<file path="config.mk">
export PLATFORM = sky130hd
export DESIGN_NAME = fifo_write_arbiter
export DESIGN_NICKNAME = d
export VERILOG_FILES = /design/src/rtl/fifo_arb_pkg.sv /design/src/rtl/rr_pick.sv /design/src/rtl/fifo_write_arbiter.sv
export SDC_FILE = /design/constraint.sdc
export NUM_CORES = 1
export LEC_CHECK = 0
export ABC_AREA = 1
export CORE_MARGIN = 2
export CORE_UTILIZATION = 40
export DETAILED_ROUTE_END_ITERATION = 16
export GPL_ROUTABILITY_DRIVEN = 0
export PLACE_DENSITY_LB_ADDON = 0.12
export SKIP_CTS_REPAIR_TIMING = 1
export SLEW_MARGIN = 10
export SYNTH_ARGS = -nofsm -noshare
export SYNTH_HDL_FRONTEND = slang
export SYNTH_SLANG_ARGS = --single-unit
</file>
<file path="constraint.sdc">
create_clock -name wclk -period 4.1 [get_ports wclk]
set_input_delay 0.615 -clock wclk [delete_from_list [all_inputs] [get_ports wclk]]
set_output_delay 0.615 -clock wclk [all_outputs]
set_load 0.005 [all_outputs]
</file>
<file path="src/rtl/fifo_arb_pkg.sv">
// Shared state encoding and width helpers for the FIFO write arbiter.
package fifo_arb_pkg;

    typedef enum logic {
        IDLE  = 1'b0,
        GRANT = 1'b1
    } state_t;

    // Ceiling-log2 that never collapses to a zero-width vector.
    function automatic int clog2_w(input int n);
        return (n <= 1) ? 1 : $clog2(n);
    endfunction

    localparam int DEF_NUM_REQ    = 4;
    localparam int DEF_DATA_WIDTH = 8;
    localparam int DEF_MAX_BURST  = 4;

endpackage

</file>
<file path="src/rtl/rr_pick.sv">
// Combinational round-robin picker: first set req bit strictly after 'last', wrapping.
module rr_pick
    import fifo_arb_pkg::*;
#(
    parameter int NUM_REQ = DEF_NUM_REQ,
    parameter int IDX_W   = clog2_w(NUM_REQ)
) (
    input  logic [NUM_REQ-1:0] req,
    input  logic [IDX_W-1:0]   last,
    output logic               valid,
    output logic [IDX_W-1:0]   idx
);

    logic [IDX_W-1:0] cand;

    always_comb begin
        valid = 1'b0;
        idx   = '0;
        cand  = '0;
        // Offset NUM_REQ wraps back to 'last' itself, so it has the lowest priority.
        for (int i = 1; i <= NUM_REQ; i++) begin
            cand = IDX_W'((int'(last) + i) % NUM_REQ);
            if (!valid && req[cand]) begin
                valid = 1'b1;
                idx   = cand;
            end
        end
    end

endmodule

</file>
<file path="src/rtl/fifo_write_arbiter.sv">
// Round-robin burst arbiter sharing one FIFO write port among NUM_REQ requesters.
module fifo_write_arbiter
    import fifo_arb_pkg::*;
#(
    parameter int NUM_REQ    = DEF_NUM_REQ,
    parameter int DATA_WIDTH = DEF_DATA_WIDTH,
    parameter int MAX_BURST  = DEF_MAX_BURST
) (
    input  logic                          wclk,
    input  logic                          wrst_n,
    input  logic [NUM_REQ-1:0]            req,
    input  logic [NUM_REQ*DATA_WIDTH-1:0] req_data,
    output logic [NUM_REQ-1:0]            gnt,
    input  logic                          full,
    output logic                          w_en,
    output logic [DATA_WIDTH-1:0]         data_in,
    output logic [$clog2(NUM_REQ)-1:0]    owner,
    output logic                          busy
);

    localparam int OWNER_W = $clog2(NUM_REQ);
    localparam int CNT_W   = clog2_w(MAX_BURST + 1);

    state_t             state_reg, state_next;
    logic [OWNER_W-1:0] owner_reg;
    logic [CNT_W-1:0]   burst_cnt_reg;
    logic               pick_valid;
    logic [OWNER_W-1:0] pick_idx;
    logic               xfer;
    logic               last_word;
    logic [DATA_WIDTH-1:0] slice [NUM_REQ];

    generate
        for (genvar gi = 0; gi < NUM_REQ; gi++) begin : g_slice
            assign slice[gi] = req_data[gi*DATA_WIDTH +: DATA_WIDTH];
        end
    endgenerate

    rr_pick #(
        .NUM_REQ (NUM_REQ),
        .IDX_W   (OWNER_W)
    ) u_rr_pick (
        .req   (req),
        .last  (owner_reg),
        .valid (pick_valid),
        .idx   (pick_idx)
    );

    assign xfer      = (state_reg == GRANT) && req[owner_reg] && !full;
    assign last_word = (burst_cnt_reg == CNT_W'(MAX_BURST - 1));

    always_ff @(posedge wclk or negedge wrst_n) begin
        if (!wrst_n) begin
            state_reg <= IDLE;
        end else begin
            state_reg <= state_next;
        end
    end

    always_comb begin
        state_next = state_reg;
        case (state_reg)
            IDLE: begin
                if (pick_valid) begin
                    state_next = GRANT;
                end
            end
            GRANT: begin
                // A dropped request ends the burst; full with a live request just stalls.
                if (!req[owner_reg]) begin
                    state_next = IDLE;
                end else if (!full && last_word) begin
                    state_next = IDLE;
                end
            end
            default: state_next = IDLE;
        endcase
    end

    always_ff @(posedge wclk or negedge wrst_n) begin
        if (!wrst_n) begin
            owner_reg     <= OWNER_W'(NUM_REQ - 1);
            burst_cnt_reg <= '0;
        end else if (state_reg == IDLE) begin
            if (pick_valid) begin
                owner_reg     <= pick_idx;
                burst_cnt_reg <= '0;
            end
        end else if (xfer) begin
            burst_cnt_reg <= burst_cnt_reg + 1'b1;
        end
    end

    always_comb begin
        w_en    = xfer;
        gnt     = '0;
        data_in = '0;
        if (xfer) begin
            gnt[owner_reg] = 1'b1;
            data_in        = slice[owner_reg];
        end
    end

    assign owner = owner_reg;
    assign busy  = (state_reg == GRANT);

endmodule

</file>
==> impl_metrics.ini <==
[power]
power_mw = 0.777
clockPowerShare = 0.074
p_per_area_nw_per_um2 = 534
combPwrFrac = 0.714
power_switching_mw = 0.398
ir_drop_mv = 0.530
p_leak_nw = 0.663
switching_share = 0.512
seqPwrFrac = 0.212
p_int_mw = 0.379

[cells_and_area]
diodes = 0
area_growth_pct = 59.8
largest_reg_flops = 3
stdcell_count = 231
nets = 249
layout-drive-gt1-share = 0.108

[logic_synthesis]
synthTopCellsByCount = nor2_1 (36), nand2_1 (24), o21ai_0 (18), inv_1 (16), nand3_1 (12)
ys_async_sr_fraction = 1.00
syn_nets = 197
synth_edf_count = 0
syn_area_per_cell_sq_um = 5.99
syn-cell-area_sq_um = 911
synth_cell_types = 21
yosysSeqAreaShare = 0.168
synthTopCellsByArea = nor2_1 (15%), dfrtp_1 (11%), o21ai_0 (9.9%), nand2_1 (9.9%), ha_1 (8.2%)
synth_most_common_cell = nor2_1
yosysWarnings = 0
synth-main-ff-cell = dfrtp_1
yosysTopAreaCellShare = 0.148
synthCells = 152
yosysTopAreaCell = nor2_1
ys_ff_latch = 6

[sta]
fin_skew_ps = 2.97
slew_viol_final = 0
period_minus_slack_ps = 3130
rsz0062_at_grt = false
setup_viol = 0
worst_pin_slew_ps = 488
hold_viol_final = 0
max-slew-margin-rel = 0.675
clock.fmax_ghz = 0.320
finalCritPeriodShare = 0.762
tns_ps = 0

[grt]
track_usage = 0.207
grt_pass1_wl_microns = 4260
antenna_found_initial = 0
first_global_vias = 972
gr-total-overflow = 0
grt_max_degree = 27

[cts]
h-tree-depth = 1
tritoncts = yes
cts_made_buffers = 3
cts_buffer_depth = 2
clkSinkCount = 6
root_buffer = clkbuf_4
cts.reportedPaths.clkPinSlew_ps = 50
clock_latency_ps = 240

[worst_setup_path]
worstSetupPathType = reg2out
cp_data_required_time_ps = 3480
start_kind = flip-flop
cp_max_fo = 16
worstPathArrival_ps = 2510
crit_path_end_kind = output pin

[floorplanning]
die_y_microns = 51.7
coreArea_sq_um = 2190
start_util = 0.416
dieWidth_microns = 51.7
io_pins = 55
die_area_sq_um = 2670
row_count = 17

[placed_design]
hpwl_microns = 2020
numPlacedInstances = 227
port_buffers = 54

[routing]
routed_via_density = 4.92
drt-pass1-iter-count = 4
drc = 0
num_vias = 1137
drt-wirelength-per-cell_microns = 11.3
wirelength_microns = 2620
ant_nets = 0
dr.first_iter.drc_count = 16

[hold_path]
hold_path_class = reg2reg

[outcome]
outcome = complete, no violations

[run]
max_cap_viol_count = 0
==> layout make-up <==
class | count | area (sq um)
Inverter | 19 | 71.3
Clock buffer | 4 | 26.3
Timing Repair Buffer | 54 | 541
Multi-Input combinational cell | 120 | 629
Sequential cell | 6 | 153
Fill cell | 200 | 736
Tap cell | 28 | 35.0
==> path summary, 6_finish.rpt <==
path,slack (ps),depth (start not counted),to,from
min reg2reg,520,2,burst_cnt_reg[2],burst_cnt_reg[2]
max in group asynchronous,3240,1,owner[0],wrst_n
min,520,2,burst_cnt_reg[2],burst_cnt_reg[2]
max,970,7,data_in[0],owner[1]
max reg2reg,1800,10,burst_cnt_reg[1],owner[0]
min in group asynchronous,600,1,burst_cnt_reg[0],wrst_n
==> power by group through the flow <==
stage / logic (mW) / registers, mW / clock network (mW)
global placement: 0.545 / 0.164 / 0
detailed placement: 0.559 / 0.166 / 0
CTS: 0.561 / 0.166 / 0.0613
global route: 0.640 / 0.172 / 0.0683
floorplan: 0.431 / 0.122 / 0
finish: 0.555 / 0.164 / 0.0575
==> metrics by stage <==
step           utilization  setup WS, ps  hold WS, ps  area, sq um
6_report             0.664           974          518         1460
5_1_grt              0.664           760          528         1460
4_1_cts              0.664           951          514         1460
3_5_place_dp         0.652           994          505         1430
3_3_place_gp         0.652          1040          501         1430
2_1_floorplan            -          2180          319          911
==> worst max-delay path: stages (launching register included) <==
cell and delay (ps):
dfstp_2 710, inv_1 290, nand3_1 170, nand2_1 80, inv_2 110, nand3_4 200
a21oi_1 200, clkdlybuf4s50_1 520
==> cell families after synthesis <==
kind of cell / after synthesis / synth area share
compound gates: 29 / 0.180
fa+ha+maj: 6 / 0.0824
buf+inv: 26 / 0.141
flops: 6 / 0.168
simple gates: 85 / 0.429
==> per-layer routing <==
layer  vias up  wire length (microns)  track usage
met5         -                      0            0
li1        593                      -            -
met3         0                    161       0.0374
met4         0                      0       0.0789
met2        35                   1160        0.346
met1       509                   1290        0.265
==> cells in the final DEF (no fill, tap or decap) <==
master and count:
nand3_2 2, a21oi_2 5, inv_2 3, nand4_1 4, clkdlybuf4s50_1 54, nor2_1 36, nand3_1 12, nand2_1 24
clkbuf_4 3, dfstp_2 2, a21oi_1 5, nand2_4 1, ha_1 6, clkbuf_1 1, dfrtp_1 4, nand2_2 5
o21ai_1 1, nand3_4 1, o21ai_0 18, inv_1 16
Note: power is estimated with default switching activity, not from simulation.
